<file path="src/rtl/dds_pkg.sv">
// Shared definitions for the DDS frequency sweep controller: default widths,
// sweep mode encodings and the controller state type.
package dds_pkg;

    localparam int FREQ_W  = 20;
    localparam int DWELL_W = 16;

    localparam logic [1:0] MODE_SINGLE = 2'd0;
    localparam logic [1:0] MODE_REPEAT = 2'd1;
    localparam logic [1:0] MODE_TRI    = 2'd2;

    typedef enum logic [1:0] {
        ST_IDLE = 2'd0,
        ST_UP   = 2'd1,
        ST_DOWN = 2'd2
    } sweep_state_e;

endpackage

</file>
<file path="src/rtl/dds_sweep_ctrl.sv">
// Frequency sweep controller for a DDS: steps a registered frequency word from
// f_start to f_stop once per dwell of sample ticks, in single, repeat or triangle mode.
module dds_sweep_ctrl #(
    parameter int FREQ_W  = dds_pkg::FREQ_W,
    parameter int DWELL_W = dds_pkg::DWELL_W
) (
    input  logic               clk,
    input  logic               rst,
    input  logic               start,
    input  logic               stop,
    input  logic               sample_tick,
    input  logic [FREQ_W-1:0]  f_start,
    input  logic [FREQ_W-1:0]  f_stop,
    input  logic [FREQ_W-1:0]  f_step,
    input  logic [DWELL_W-1:0] dwell,
    input  logic [1:0]         mode,
    output logic [FREQ_W-1:0]  freq,
    output logic               busy,
    output logic               done,
    output logic               step_tick
);
    import dds_pkg::*;

    sweep_state_e       state_q, state_d;
    logic [FREQ_W-1:0]  freq_q, freq_d;
    logic [FREQ_W-1:0]  f_start_q, f_start_d;
    logic [FREQ_W-1:0]  f_stop_q, f_stop_d;
    logic [FREQ_W-1:0]  f_step_q, f_step_d;
    logic [DWELL_W-1:0] dwell_eff_q, dwell_eff_d;
    logic [DWELL_W-1:0] cnt_q, cnt_d;
    logic [1:0]         mode_q, mode_d;
    logic               degen_q, degen_d;
    logic               busy_q, busy_d;
    logic               done_q, done_d;
    logic               step_tick_q, step_tick_d;

    logic [FREQ_W:0]    sum_s;
    logic [FREQ_W-1:0]  diff_s;
    logic [FREQ_W-1:0]  up_next_s;
    logic [FREQ_W-1:0]  down_next_s;
    logic               dwell_end_s;

    // Clamped neighbours of the current frequency; sum is one bit wider so it cannot wrap.
    always_comb begin
        sum_s       = {1'b0, freq_q} + {1'b0, f_step_q};
        diff_s      = freq_q - f_start_q;
        up_next_s   = (sum_s >= {1'b0, f_stop_q}) ? f_stop_q : sum_s[FREQ_W-1:0];
        down_next_s = (f_step_q >= diff_s) ? f_start_q : (freq_q - f_step_q);
        dwell_end_s = sample_tick && (cnt_q == (dwell_eff_q - {{(DWELL_W-1){1'b0}}, 1'b1}));
    end

    // Next-state, datapath and output pulse logic.
    always_comb begin
        state_d     = state_q;
        freq_d      = freq_q;
        f_start_d   = f_start_q;
        f_stop_d    = f_stop_q;
        f_step_d    = f_step_q;
        dwell_eff_d = dwell_eff_q;
        cnt_d       = cnt_q;
        mode_d      = mode_q;
        degen_d     = degen_q;
        busy_d      = busy_q;
        done_d      = 1'b0;
        step_tick_d = 1'b0;

        if (stop) begin
            state_d = ST_IDLE;
            busy_d  = 1'b0;
            cnt_d   = {DWELL_W{1'b0}};
        end else if (start) begin
            f_start_d   = f_start;
            f_stop_d    = f_stop;
            f_step_d    = f_step;
            dwell_eff_d = (dwell == {DWELL_W{1'b0}}) ? {{(DWELL_W-1){1'b0}}, 1'b1} : dwell;
            mode_d      = mode;
            degen_d     = (f_step == {FREQ_W{1'b0}}) || (f_start >= f_stop);
            freq_d      = f_start;
            state_d     = ST_UP;
            busy_d      = 1'b1;
            cnt_d       = {DWELL_W{1'b0}};
        end else begin
            case (state_q)
                ST_UP, ST_DOWN: begin
                    if (sample_tick) begin
                        if (dwell_end_s) begin
                            cnt_d = {DWELL_W{1'b0}};
                            if (degen_q) begin
                                // Degenerate ramp: parked on f_start, only single mode ever ends.
                                if ((mode_q != MODE_REPEAT) && (mode_q != MODE_TRI)) begin
                                    state_d = ST_IDLE;
                                    busy_d  = 1'b0;
                                    done_d  = 1'b1;
                                end else begin
                                    state_d = state_q;
                                end
                            end else if (state_q == ST_UP) begin
                                if (freq_q == f_stop_q) begin
                                    case (mode_q)
                                        MODE_REPEAT: begin
                                            freq_d      = f_start_q;
                                            step_tick_d = 1'b1;
                                        end
                                        MODE_TRI: begin
                                            state_d     = ST_DOWN;
                                            freq_d      = down_next_s;
                                            step_tick_d = 1'b1;
                                        end
                                        default: begin
                                            state_d = ST_IDLE;
                                            busy_d  = 1'b0;
                                            done_d  = 1'b1;
                                        end
                                    endcase
                                end else begin
                                    freq_d      = up_next_s;
                                    step_tick_d = 1'b1;
                                end
                            end else begin
                                if (freq_q == f_start_q) begin
                                    state_d = ST_UP;
                                    freq_d  = up_next_s;
                                end else begin
                                    freq_d  = down_next_s;
                                end
                                step_tick_d = 1'b1;
                            end
                        end else begin
                            cnt_d = cnt_q + {{(DWELL_W-1){1'b0}}, 1'b1};
                        end
                    end else begin
                        cnt_d = cnt_q;
                    end
                end
                default: begin
                    state_d = ST_IDLE;
                end
            endcase
        end
    end

    // State and output registers with synchronous reset.
    always_ff @(posedge clk) begin
        if (rst) begin
            state_q     <= ST_IDLE;
            freq_q      <= {FREQ_W{1'b0}};
            f_start_q   <= {FREQ_W{1'b0}};
            f_stop_q    <= {FREQ_W{1'b0}};
            f_step_q    <= {FREQ_W{1'b0}};
            dwell_eff_q <= {{(DWELL_W-1){1'b0}}, 1'b1};
            cnt_q       <= {DWELL_W{1'b0}};
            mode_q      <= MODE_SINGLE;
            degen_q     <= 1'b0;
            busy_q      <= 1'b0;
            done_q      <= 1'b0;
            step_tick_q <= 1'b0;
        end else begin
            state_q     <= state_d;
            freq_q      <= freq_d;
            f_start_q   <= f_start_d;
            f_stop_q    <= f_stop_d;
            f_step_q    <= f_step_d;
            dwell_eff_q <= dwell_eff_d;
            cnt_q       <= cnt_d;
            mode_q      <= mode_d;
            degen_q     <= degen_d;
            busy_q      <= busy_d;
            done_q      <= done_d;
            step_tick_q <= step_tick_d;
        end
    end

    assign freq      = freq_q;
    assign busy      = busy_q;
    assign done      = done_q;
    assign step_tick = step_tick_q;

endmodule

</file>
<file path="config.mk">
export PLATFORM = sky130hd
export DESIGN_NAME = dds_sweep_ctrl
export DESIGN_NICKNAME = d
export VERILOG_FILES = /design/src/rtl/dds_pkg.sv /design/src/rtl/dds_sweep_ctrl.sv
export SDC_FILE = /design/constraint.sdc
export NUM_CORES = 1
export LEC_CHECK = 0
export ABC_AREA = 1
export CAP_MARGIN = 40
export CORE_ASPECT_RATIO = 1.1
export CORE_UTILIZATION = 30
export DETAILED_ROUTE_END_ITERATION = 7
export GPL_TIMING_DRIVEN = 0
export HOLD_SLACK_MARGIN = 0.03
export PLACE_DENSITY = 0.46
export SYNTH_ARGS = -nofsm -noshare
export SYNTH_HDL_FRONTEND = slang
export SYNTH_SLANG_ARGS = --single-unit
</file>
<file path="constraint.sdc">
create_clock -name clk -period 5.75 [get_ports clk]
set_input_delay 0.575 -clock clk [delete_from_list [all_inputs] [get_ports clk]]
set_output_delay 0.575 -clock clk [all_outputs]
set_load 0.005 [all_outputs]
</file>
After elaboration in Yosys (flattened, before gate mapping)
Index checks and enable logic that the tools add are counted.

Logic and storage cells: 111. Flip-flop bits (word level): 120. Input bits: 83. Output and inout port bits: 23.

Eq/ne operators: 22. $lt $le $gt $ge: 3. Bitwise operators: 4. Add/subtract/negate cells: 5. Multiplexer cells: 40. Reduce and logical (&&, ||, !) cells: 24.

Operators with widths (number): $mux 20 (10); $eq 20x20->1 (2); $ge 20x20->1 (2); $pmux 20 s2 (1); $sub 20x20->20 (2); $mux 16 (2); $add 20x20->21 (1); $ge 21x20->1 (1); $mux 1 (21); $logic_not 20->1 (1); $reduce_and 6->1 (3); $add 16x1->16 const B (1); $eq 16x16->1 (1); $logic_not 16->1 (1); $sub 16x1->16 const B (1); $ne 5x5->1 const B (3); $mux 2 (5); $ne 3x3->1 const B (3); $reduce_bool 3->1 (3); $reduce_and 7->1 (1); $reduce_or 7->1 (1); $ne 3x2->1 const B (2); $reduce_bool 2->1 (3); $reduce_or 2->1 (3); other kinds (15) (24).

Logic depth before layout (Yosys ltp)
Gate-level depths: netlist (run 1).

Depth after elaboration: 11. Depth in mapped cells: 34. Gate-level depth less buffers: 33.

Least setup slack after synthesis (run 1)
No wires, ideal clock.

Path kind: register -> register. Start point: register freq_q[0], in the netlist freq[0]. End point: register freq_q[6], in the netlist freq[6]. Period minus slack after synthesis: 3.980 ns. Arrival: 3.863 ns. Path buffers: 1. Setup time: 0.117 ns. Path slack: 1.770 ns. Data required time: 5.633 ns. Stages on the path, launching flop included: 33. Cells stage by stage: dfxtp_1 -> inv_1 -> ha_1 -> inv_1 -> fa_1 -> nand3_1 -> nand2_1 -> a21oi_1 -> o21ai_0 -> nand2_1 -> nand2_1 -> nand2_1 -> o211ai_1 -> nand2_1 -> nand2_1 -> nand2_1 -> nand2_1 -> xor2_1 -> ha_1 -> nand2_1 -> nor2_1 -> nand2_1 -> nor2_1 -> nand2_1 -> nand4_1 -> clkbuf_1 -> o21ai_0 -> o21ai_0 -> inv_1 -> nand2_1 -> nand2_1 -> nor2_1 -> nor2_1.

Cells in the longest elaborated chain, start to end: 11. Elaborated cells between the ends (all ways): 20. Classes of those cells: add/sub (3); order compare (2); eq/ne (3); mux (11); reduce/logical (1).

RTL lines: start, declared (line dds_sweep_ctrl.sv:25) `logic [FREQ_W-1:0] freq_q, freq_d;`; start signal, assigned (line dds_sweep_ctrl.sv:146) `freq_q <= {FREQ_W{1'b0}};`; start signal, assigned (line dds_sweep_ctrl.sv:159) `freq_q <= freq_d;`; $sub 20x20->20 (line dds_sweep_ctrl.sv:46) `diff_s = freq_q - f_start_q;`; $ge 20x20->1 (line dds_sweep_ctrl.sv:48) `down_next_s = (f_step_q >= diff_s) ? f_start_q : (freq_q - f_step_q);`; $mux 20 (line dds_sweep_ctrl.sv:48); $pmux 20 s2 (line dds_sweep_ctrl.sv:99) `case (mode_q)`; $mux 20 (line dds_sweep_ctrl.sv:98) `if (freq_q == f_stop_q) begin`; $mux 20 (line dds_sweep_ctrl.sv:97) `end else if (state_q == ST_UP) begin`; $mux 20 (line dds_sweep_ctrl.sv:88) `if (degen_q) begin`; $mux 20 (line dds_sweep_ctrl.sv:86) `if (dwell_end_s) begin`; $mux 20 (line dds_sweep_ctrl.sv:85) `if (sample_tick) begin`; $mux 20 (line dds_sweep_ctrl.sv:83) `case (state_q)`; $mux 20 (line dds_sweep_ctrl.sv:71) `end else if (start) begin`.

Several ways; a longest one is shown, not always the timed one. The select of a mux whose other input is x is not followed. A chain may end at the register's enable or synchronous reset.

Final worst setup path (run 1)
Start point: register freq_q[0], in the netlist freq[0]. End point: register freq_q[1], in the netlist freq[1].

Same word-level chain as after synthesis.

==> results of run 1 <==
## worst paths after layout
kind / startpoint / to / slack, ns / depth (start not counted)
worst max-delay path: freq[0] / freq[1] / 0.48 / 31
worst min register to register: state_q[1] / state_q[1] / 0.47 / 2
worst min-delay path: state_q[1] / state_q[1] / 0.47 / 2
worst max register to register: freq[0] / freq[1] / 0.48 / 31
## cells by family (layout without fill, tap and decap cells)
family	Yosys count	count (layout)	synth area share, %
and+or+nand+nor	938	938	33.8
adders and majority gates	127	127	13.1
xor gates and xnor gates	73	73	5.40
DFF	120	120	19.6
AOI/OAI and AO/OA	392	392	16.8
buffers and inverters	350	486	11.3
## metrics by stage
step                      hold WS [ns]  power [mW]  cell area, µm²  worst slack (ns)  cells
after floorplan                  0.438        2.05           12300              1.77   2000
after global placement           0.452        2.65           13900             0.364   2616
after detailed placement         0.459        2.65           13900             0.332   2617
after CTS                        0.468        3.85           14600             0.319   2649
after global routing             0.497        4.09           14600            0.0609   2649
final                            0.465        3.86           14600             0.478   2649
## routing by layer
| layer | wire (µm) | part of all wire, % | global-route usage (%) |
|---|---|---|---|
| met3 | 3000 | 5.5 | 3.54 |
| met1 | 25000 | 46 | 34.6 |
| met2 | 23700 | 43 | 40.5 |
| met5 | 0 | 0 | 0 |
| met4 | 3110 | 5.7 | 14.3 |
## flip-flops by register name, summed over array words and instances, names as in the netlist, 2 cells and up
| signal | count |
|---|---|
| mode_q | 2 |
| cnt_q | 16 |
| state_q | 2 |
| f_stop_q | 20 |
| f_start_q | 20 |
| freq | 20 |
| dwell_eff_q | 16 |
| f_step_q | 20 |
## repair_timing
action,CTS,global route
gates resized for setup,0,1
hold buffers,0,0
endpoints found under the setup margin,0,7
## where the power goes
group	internal (mW)	switching, mW	leakage, nW
registers	0.881	0.0942	0.986
logic	0.571	1.12	5.69
clock network	0.742	0.450	0.309
## placed cells by master, fill, tap and decap left out, types with 17 or more instances in the layout
| master | count |
|---|---|
| nand4_1 | 36 |
| xor2_1 | 49 |
| nand2_1 | 448 |
| xnor2_1 | 22 |
| ha_1 | 124 |
| clkbuf_16 | 17 |
| nor2_1 | 205 |
| dfxtp_1 | 120 |
| a21oi_1 | 190 |
| clkbuf_1 | 48 |
| nor3_1 | 25 |
| clkdlybuf4s50_1 | 103 |
| o21ai_0 | 152 |
| inv_1 | 268 |
| nand3_1 | 145 |
| nor2_2 | 25 |
| nand2_2 | 17 |
## critical path: cells and delay by family (launching register included)
family / cells / cell delay, ns
and+or+nand+nor: 16 / 1.77
AOI/OAI and AO/OA: 7 / 1.08
buffers and inverters: 4 / 0.77
adders and majority gates: 3 / 0.75
DFF: 1 / 0.52
xor gates and xnor gates: 1 / 0.22
## cell type report
cell class | count | area, µm² | share of cell area, %
clock buffer | 19 | 443 | 3.04
clock inverter | 13 | 194 | 1.33
buffer | 69 | 330 | 2.26
timing repair buffer | 104 | 1040 | 7.12
multi-input combinational | 1530 | 8480 | 58.1
tap | 513 | 642 | 4.40
sequential | 120 | 2400 | 16.5
inverter | 281 | 1050 | 7.23
==> flow_summary_export.csv, run 1 <==
group,metric,value,unit
run_status,status,"completed",
layout,num_antenna_cells,0,
clock_tree,root_buffer,"clkbuf_16",
clock_tree,cts_tree,"yes",
die,fp.dieArea,41700,µm²
drt,wl,54800,µm
sta,timing.final.crit_share,91.7,%
sta,fmax,0.190,GHz
logic_synthesis,ys_ff_latch,120,
drt,ant_nets,0,
global_routing,grt-ovfl-total,0,
worst_setup_path,crit_top_cell,"nand2_1",
logic_synthesis,ys_top_cells_by_count,"nand2_1 (448), inv_1 (268), nor2_1 (206)",
sta,period_needed,5.27,ns
logic_synthesis,synth-edff-count,0,
worst_setup_path,worstPathRequired,6.10,ns
logic_synthesis,ys_types,50,
layout,final_core_util,36.2,%
place,portBuffers,103,
die,start_util,30.5,%
clock_tree,clk-insertion-delay-late,0.46,ns
global_routing,grt_util_all_layers,26.0,%
logic_synthesis,seq_area_frac_synth,19.6,%
run,cap_violations,0,
place,dp_hpwl,45600,µm
sta,tns,0,ns
layout,area_growth,18.9,%
global_routing,grt_max_degree,17,
clock_tree,clock_path_buffers,2,
clock_tree,cts_setup_buffers,0,
worst_setup_path,critical_path_class,"register to register",
worst_setup_path,setup.worst_path.end_class,"register",
layout,layout-drive-gt1-share,5.85,%
global_routing,grt_pass1_vias,12600,
worst_setup_path,worst_setup_path_start_kind,"register",
logic_synthesis,synth_area_leaders,"dfxtp_1 (20%), nand2_1 (14%), ha_1 (13%)",
layout,fillers,4462,
drt,drtIter0Drc,1077,
logic_synthesis,yosys.area.top_type_share,19.6,%
sta,finClkSkew,0.0169,ns
clock_tree,numCtsBuffers,17,
worst_setup_path,cp.arrival,5.62,ns
clock_tree,htreeDepth,4,
die,die_w,195,µm
worst_setup_path,critical_path_peak_fanout,10,
sta,rsz0062_at_grt,"no",
sta,hold_viol_final,0,
logic_synthesis,synth_flop_cell,"dfxtp_1",
power,power_density,265,nW/µm²
logic_synthesis,ys.warnings.count,0,
drt,vias,13500,
sta,drv_slew,0,
global_routing,antenna_found_initial,0,
die,ioPinCount,106,
clock_tree,cts_sinks,120,
layout,nNetsFinal,2333,
power,p_leak,6.99,nW
die,core_area,40300,µm²
logic_synthesis,synth.most_common_cell,"nand2_1",
logic_synthesis,synth_nets,2210,
sta,tightest_slew,0.911,ns
drt,wl_per_cell,20.7,µm
die,die_h,214,µm
power,peakVddDrop,0.238,mV
logic_synthesis,netlist_area,12300,µm²
drt,drcViolationCount,0,
place,gp_congestion,1.00,
worst_setup_path,cp_slowest_cell,"dfxtp_1",
worst_setup_path,cpPeakStageDelay,0.52,ns
logic_synthesis,syn-instance-count,2000,
logic_synthesis,yosysTopAreaCell,"dfxtp_1",
sta,relSlewSlack,39.2,%
drt,drt-vias-per-instance,5.10,
sta,setup-violations-final,0,
worst_hold_path,hp-class,"register to register",
drt,drt-pass1-iter-count,5,
logic_synthesis,syn_area_per_cell,6.13,µm²
die,fp-row-count,77,
clock_tree,path_clk_slew,0.07,ns
global_routing,grt_pass1_wl,79500,µm
logic_synthesis,async_flop_share,0,%
Power figures use the tool's default switching activity.
==> run 2: changes to the inputs <==
- PLACE_DENSITY: 0.46 -> 0.48
- clock period: 5.75 -> 4.7 ns (I/O delays scaled with it)
==> run 2 against run 1 <==
  * Combinational power is 28% higher
  * Die area did not move
  * Via count up 0.87%
  * Sequential power grew 23%
  * Sequential share of layout area barely moved
  * Global-route usage increased by 0.92 points
  * Routed wire length up 2.3%
  * Largest power group unchanged
  * Critical endpoint is now freq[17]
  * Final cell count increased by 0.11%
  * Utilization grew 0.36 points
  * Highest routed layer is now met5
==> flow_summary_export.csv, run 2 (synthesis results as in run 1) <==
group,metric,value,unit
die,core_area,40300,µm²
layout,regArea,2420,µm²
sta,setup-violations-final,0,
power,total_power,4.73,mW
worst_setup_path,setup.worst_path.end_class,"register",
clock_tree,cts_sinks,120,
sta,tightest_slew,0.890,ns
worst_setup_path,worstPathRequired,5.05,ns
sta,tns,0,ns
die,fp-row-count,77,
drt,drt-vias-per-instance,5.14,
power,peakVddDrop,0.266,mV
layout,mostFrequentLayoutCells,"nand2_1 (446), inv_1 (266), nor2_1 (202)",
worst_hold_path,min_delay_worst_endpoint,"state_q[1]",
layout,num_antenna_cells,0,
place,portBuffers,103,
worst_setup_path,rr_worst_depth,25,
worst_setup_path,critical_path_peak_fanout,10,
global_routing,grt_pass1_vias,13000,
sta,fmax,0.226,GHz
layout,multiInputGateArea,8580,µm²
sta,drv_slew,0,
die,die_h,214,µm
place,dp_slack,-0.743,ns
layout,layout-drive-gt1-share,7.95,%
power,p_leak,7.04,nW
worst_setup_path,rr_endpoint,"freq[17]",
worst_setup_path,cp_slowest_cell,"dfxtp_2",
run,cap_violations,0,
clock_tree,htreeDepth,4,
sta,whs,0.469,ns
die,die_w,195,µm
layout,nNetsFinal,2337,
drt,vias,13600,
layout,fillers,4542,
worst_setup_path,crit_top_cell,"nand2_1",
die,fp.dieArea,41700,µm²
global_routing,grt_util_all_layers,26.9,%
clock_tree,clk-insertion-delay-late,0.45,ns
worst_hold_path,hold_depth,2,
worst_setup_path,reg2reg_from,"freq[13]",
worst_hold_path,hp-class,"register to register",
layout,area_growth,20.1,%
sta,setup_ws,0.278,ns
drt,wl_per_cell,21.1,µm
global_routing,grt-ovfl-total,0,
sta,finClkSkew,0.0116,ns
worst_setup_path,worst_setup_path_start_kind,"register",
sta,hold_viol_final,0,
drt,drcViolationCount,0,
drt,drt-pass1-iter-count,5,
die,ioPinCount,106,
clock_tree,root_buffer,"clkbuf_16",
place,gp_congestion,1.01,
sta,relSlewSlack,40.7,%
run_status,status,"completed",
sta,period_needed,4.42,ns
clock_tree,cts_tree,"yes",
layout,final_common_cell,"nand2_1",
global_routing,antenna_found_initial,1,
worst_setup_path,cpPeakStageDelay,0.58,ns
global_routing,grt_max_degree,17,
place,dp_hpwl,46900,µm
worst_hold_path,min-delay-start,"state_q[1]",
die,start_util,30.5,%
layout,final_core_util,36.6,%
worst_setup_path,cp.arrival,4.77,ns
sta,timing.final.crit_share,94.1,%
drt,wl,56000,µm
clock_tree,numCtsBuffers,17,
drt,drtIter0Drc,1046,
clock_tree,cts_hold_buffers,0,
clock_tree,path_clk_slew,0.06,ns
drt,ant_nets,0,
worst_setup_path,critical_path_class,"register to register",
power,power_density,321,nW/µm²
worst_setup_path,r2r_slack,0.28,ns
global_routing,grt_pass1_wl,82400,µm
clock_tree,clock_path_buffers,2,
run 2: changes by cell type in the layout (fill, tap and decap cells not counted), sizes merged:
cell      change
buf           +6
clkinv        -2
bufinv        -2
inv           -3
clkinvlp      +4
run 2: where the power goes:
part / total, mW / leakage (nW) / internal (mW) / switching [mW]
clock network: 1.37 / 0.279 / 0.833 / 0.537
logic: 2.16 / 5.77 / 0.741 / 1.42
registers: 1.20 / 0.992 / 1.08 / 0.120
total: 4.73 / 7.04 / 2.65 / 2.08
run 2: cell type report:
type / instances / area share, %
multi-input combinational: 1530 / 58.3
sequential: 120 / 16.5
timing repair buffer: 108 / 7.28
inverter: 281 / 7.16
tap: 513 / 4.36
clock buffer: 21 / 3.26
buffer: 69 / 2.40
clock inverter: 10 / 0.815
run 2: repair_timing:
item,CTS,global route
endpoints found under the hold margin,0,0
setup endpoints to repair,20,20
buffers inserted,3,1
resized for setup,16,53
pin swaps,2,5
gates cloned,0,0
run 2: through the flow:
step / std cells / cell area, µm²
after detailed placement: 2617 / 13900
final: 2652 / 14700
after floorplan: 2000 / 12300
after global routing: 2652 / 14700
after global placement: 2616 / 13900
after CTS: 2651 / 14600
run 2: worst max-delay path by stage:
| stage | startpoint | endpoint | slack, ns | cells past startpoint |
|---|---|---|---|---|
| after global placement | freq[0] | freq[16] | -0.72 | 30 |
| after floorplan | freq[0] | freq[6] | 0.72 | 32 |
| final | freq[13] | freq[17] | 0.28 | 25 |
| after detailed placement | freq[0] | freq[12] | -0.74 | 30 |
| after global routing | freq[0] | freq[9] | -0.03 | 34 |
| after CTS | freq[0] | freq[6] | 0.03 | 33 |
run 2: worst max-delay path: cells and delay by family, from the launching register on:
family	cells	cell delay, ns
fa+ha+maj	2	0.54
compound gates	6	1.19
simple gates	14	1.43
buf+inv	3	0.58
flops	1	0.58
run 2: routing by layer:
metal  global-route usage, %  vias up  share of wire (%)
li1                        -     6777                  -
met1                    35.5     6353                 46
met2                    44.3      432                 46
met3                    3.59       72                4.9
met4                    10.4        2                3.5
met5                       0        -              0.016
==> edit 1 (settings of run 2) <==
Set the package constant `FREQ_W` to 40 (it was 20).
--- a/src/rtl/dds_pkg.sv
+++ b/src/rtl/dds_pkg.sv
@@ -4,3 +4,3 @@
 
-    localparam int FREQ_W  = 20;
+    localparam int FREQ_W  = 40;
     localparam int DWELL_W = 16;
Ports: changed (resized f_start, f_step, f_stop and freq); port bits go from 106 to 186. No check against the original RTL was run, so the function may have changed too.
==> edit 1 against run 2 <==
- synthesized area up 88%
- total power up 90%
- critical endpoint is now freq[8]$_SDFFE_PP0P_
- sequential cell count up 80
- largest power group unchanged
- largest cell class unchanged
- highest routed layer is now met4
- worst setup slack worse by 0.27 ns
- count of clock-buffer cells in the layout down 4
- wire length up 130%
- final area up 100%
- global-route usage up 5.7 points
==> edit 1: results (changes against run 2) <==
layout net count 4,631 (+98%); Storage cell area 4155 um^2 (+71%); DR vias 27,980 (+110%); top cells by count, synth 1,067 x nand2_1, 550 x inv_1, 425 x a21oi_1, 327 x nor2_1, 305 x o21ai_0; cell area after placement 26,380 um^2 (+89%); WP data arrival 5.15 ns (+0.38 ns); initial antenna violation count 0 (-1); clk_lat worst skew 0.54 ns (+0.09 ns); FF+latch count 200 (+67%); Non-Filler Instances 5,281 (+99%); Register-to-Register Path Depth 23 (-8.0%); Iter 0 DRT Violations 2,290 (+120%); IO buf count 184 (+79%); Non-Clock Inverter Count 565 (+100%); leakage 0.01379 uW (+96%); largest net degree at the start of global routing 25 (+8); Cells after Synth 3,952 (+98%); RR Startpoint freq[27]$_SDFFE_PP0P_; Peak VDD IR 234.7 uV (-12%); vias in the first global route 26,490 (+100%); bufs w/o clock 413 (+130%); Hold Crit Class flip-flop to flip-flop; Max H-tree Level 4 (unchanged); CP Capture Point freq[8]$_SDFFE_PP0P_; Routed WL 130,200 um (+130%); layout cell share with drive strength beyond 1 0.1314 (+0.05193); ys async rst share 0 (unchanged); dpl cells 5,179 (+98%); ClkCell Share 0.02198 (-0.01880); Clock Skew 0.03040 ns (+0.01877 ns); P per Cell Area 304.6 nW/um^2 (-5.1%); overall global routing resource usage 0.3266 (+0.05750); DP Worst Slack -1.930 ns (-1.186 ns); post-synthesis sequential area ratio 0.1737 (-0.02218); Post-DP HPWL 110,700 um (+140%); multi-input gates 3,044 (+99%); Layout fillers 8,444 (+86%); clk slew on worst S/H paths 0.10 ns (+0.04 ns); GPL Wtd Cong 1.035 (+3.0%); status finished clean; global-route wire length before repair 181,800 um (+120%); FMAX 0.2133 GHz (-5.7%); number of library cell types mapped by synthesis 59 (+18%); Non-clock buffering overhead 0.1144 (+0.01753); area of the multi-input gates 17,950 um^2 (+110%); Worst R2R Setup Slack 0.01 ns (-0.27 ns); Net Count, Synth 4,342 (+96%); num tapcells 1,026 (+100%); relative slew slack 0.3461 (-0.06054); DR pass1 iterations 7 (+2); Antenna diodes 1 (+1); top post-synthesis cells by area nand2_1 17%, dfxtp_1 17%, ha_1 13%
==> edit 1: repair_timing <==
| action | in CTS | in global routing |
|---|---|---|
| setup endpoints to repair | 40 | 40 |
| pin swaps | 22 | 53 |
| gates resized for setup | 252 | 301 |
| setup buffers | 23 | 48 |
| hold buffers | 0 | 0 |
==> edit 1: worst min path at each step <==
stage / from / end / slack, ns / depth (start not counted)
global placement: busy$_SDFFE_PP0P_ / busy$_SDFFE_PP0P_ / 0.47 / 2
finish: busy$_SDFFE_PP0P_ / busy$_SDFFE_PP0P_ / 0.49 / 2
global route: busy$_SDFFE_PP0P_ / busy$_SDFFE_PP0P_ / 0.51 / 2
detailed placement: busy$_SDFFE_PP0P_ / busy$_SDFFE_PP0P_ / 0.46 / 2
floorplan: mode_q[1]$_SDFFE_PP0P_ / mode_q[1]$_SDFFE_PP0P_ / 0.45 / 2
CTS: f_stop[34] / f_stop_q[34]$_SDFFE_PP0P_ / 0.48 / 3
==> edit 1: power by group <==
group	internal (uW)	switching [uW]
Sequential	1810	212
Combinational	1750	3480
Clock	754	999
==> edit 1: kinds of logic (layout without fill, tap and decap cells) <==
group	Yosys count	in the layout	synth area share
AOI/OAI and AO/OA	841	841	0.1944
xor gates and xnor gates	103	103	0.03946
adders and majority gates	247	247	0.1350
buffers and inverters	708	1010	0.1204
DFF	200	200	0.1737
other	0	1	0
and+or+nand+nor	1853	1853	0.3370
==> edit 1: routing by layer <==
metal	routed length, um	track usage	vias to the layer above
met1	55320	0.4140	13170
met2	59420	0.5413	1083
met3	7572	0.03649	230
met5	0	0	-
li1	-	-	13500
met4	7872	0.1710	0
==> edit 1: tightest hold or removal path, delay by kind of cell, from the launching register on <==
kind,cells,cell delay (ns)
AO/OA/AOI/OAI,2,0.12
flip-flops,1,0.33
==> edit 2 (settings of run 2) <==
Without the edit above. Register the output `freq` once more; this adds one clock of latency there. The other outputs are not delayed to match.
--- a/src/rtl/dds_sweep_ctrl.sv
+++ b/src/rtl/dds_sweep_ctrl.sv
@@ -172,3 +172,5 @@
 
-    assign freq      = freq_q;
+    always_ff @(posedge clk) begin
+        freq <= freq_q;
+    end
     assign busy      = busy_q;
Formal check against the unedited RTL: not equivalent (Yosys sat finds a counterexample within 4 cycles, from zero or initial values and one cycle with rst high).
==> edit 2 against run 2 <==
- combinational power shrank 8%
- worst setup slack lost 0.096 ns
- first-iteration DRC count shrank 6.6%
- core utilization grew 0.73 points
- synthesized cell count shrank 6.1%
- global-route usage shrank 1.4 points
- hold slack lost 0.056 ns
- fmax shrank 2.1%
- total power grew 1.2%
- synthesized area shrank 0.89%
- wire length shrank 6.2%
- sequential cell count grew 20
- final area grew 0.19%
- critical endpoint is now freq_q[18]$_SDFFE_PP0P_
- largest power group unchanged
==> edit 2: results (changes against run 2) <==
status finished clean; post-synthesis sequential area ratio 0.2306 (+0.03469); RR Endpoint freq_q[18]$_SDFFE_PP0P_; Clock Skew 0.02144 ns (+0.009812 ns); Net Count, Synth 2,089 (-5.5%); global-route wire length before repair 77,590 um (-5.8%); cell area after placement 13,850 um^2 (-0.65%); hold path startpoint freq_q[0]$_SDFFE_PP0P_; top post-synthesis cells by area dfxtp_1 23%, ha_1 13%, nand2_1 11%; crit path max fanout 7 (-3); IO buf count 104 (+0.97%); DR pass1 iterations 8 (+3); setup bufs post-CTS 5 (+2); Avg Inst Size Synth 6.469 um^2 (+5.5%); relative slew slack 0.4335 (+0.02679); Peak VDD IR 296.3 uV (+12%); Routed WL 52,600 um (-6.2%); clk_lat worst skew 0.48 ns (+0.03 ns); WP data arrival 4.89 ns (+0.12 ns); layout net count 2,224 (-4.8%); Register-to-Register Path Depth 21 (-16%); hold path depth 0 (-2); met2 Use GR 0.4602 (+0.01722); GPL Wtd Cong 0.9887 (-1.6%); FMAX 0.2214 GHz (-2.1%); layout cell share with drive strength beyond 1 0.06808 (-0.01140); leakage 0.006754 uW (-4.0%); Post-CTS Resized 23 (+7); overall global routing resource usage 0.2550 (-0.01415); WL/cell 20.76 um (-1.8%); initial antenna violation count 0 (-1); clk slew on worst S/H paths 0.08 ns (+0.02 ns); number of library cell types mapped by synthesis 51 (+2.0%); Iter 0 DRT Violations 977 (-6.6%); Post-DP HPWL 43,070 um (-8.2%); DP Worst Slack -1.400 ns (-0.6565 ns)
edit 2: cell families after synthesis:
family          after synthesis  synth area share
fa+ha+maj                   127            0.1326
simple gates                806            0.2944
flops                       140            0.2306
buf+inv                     300           0.09727
compound gates              424            0.1861
xor+xnor                     82           0.05908
edit 2: cell type report:
cell class	instances	area (um^2)	share of cell area
Buffer	73	361.6	0.02450
Clock buffer	17	425.4	0.02883
Clock inverter	15	193.9	0.01314
Inverter	227	854.6	0.05791
Multi-Input combinational cell	1440	8309	0.5630
Sequential cell	140	2814	0.1907
Tap cell	507	634.4	0.04298
Timing Repair Buffer	115	1165	0.07893
edit 2: layer usage:
metal	vias up	routed length [um]
li1	6577	-
met2	416	25800
met4	0	1834
met5	-	0
met1	6219	22760
met3	77	2199
edit 2: power by group:
| part | internal (uW) | switching, uW | leakage (uW) | total, uW |
|---|---|---|---|---|
| Sequential | 1260 | 93.9 | 0.00115 | 1350 |
| Combinational | 700 | 1290 | 0.00530 | 1990 |
| Clock | 725 | 715 | 0.000300 | 1440 |
| Total | 2680 | 2100 | 0.00675 | 4790 |
edit 2: worst reg2reg max path: stages, from the launching register on:
cell       delay [ns]
dfxtp_1          0.57
ha_1             0.36
nand2_1          0.22
o21ai_0          0.13
nor2_1           0.18
o21ai_0          0.16
xor2_1           0.20
ha_1             0.33
nand2_1          0.11
nor2_4           0.23
nand4_1          0.36
nor4_4           0.31
buf_4            0.19
nor2_4           0.05
buf_12           0.14
clkbuf_16        0.16
nand3_1          0.22
nand3_1          0.11
nand2_1          0.08
inv_1            0.05
a21oi_1          0.15
a21oi_1          0.08
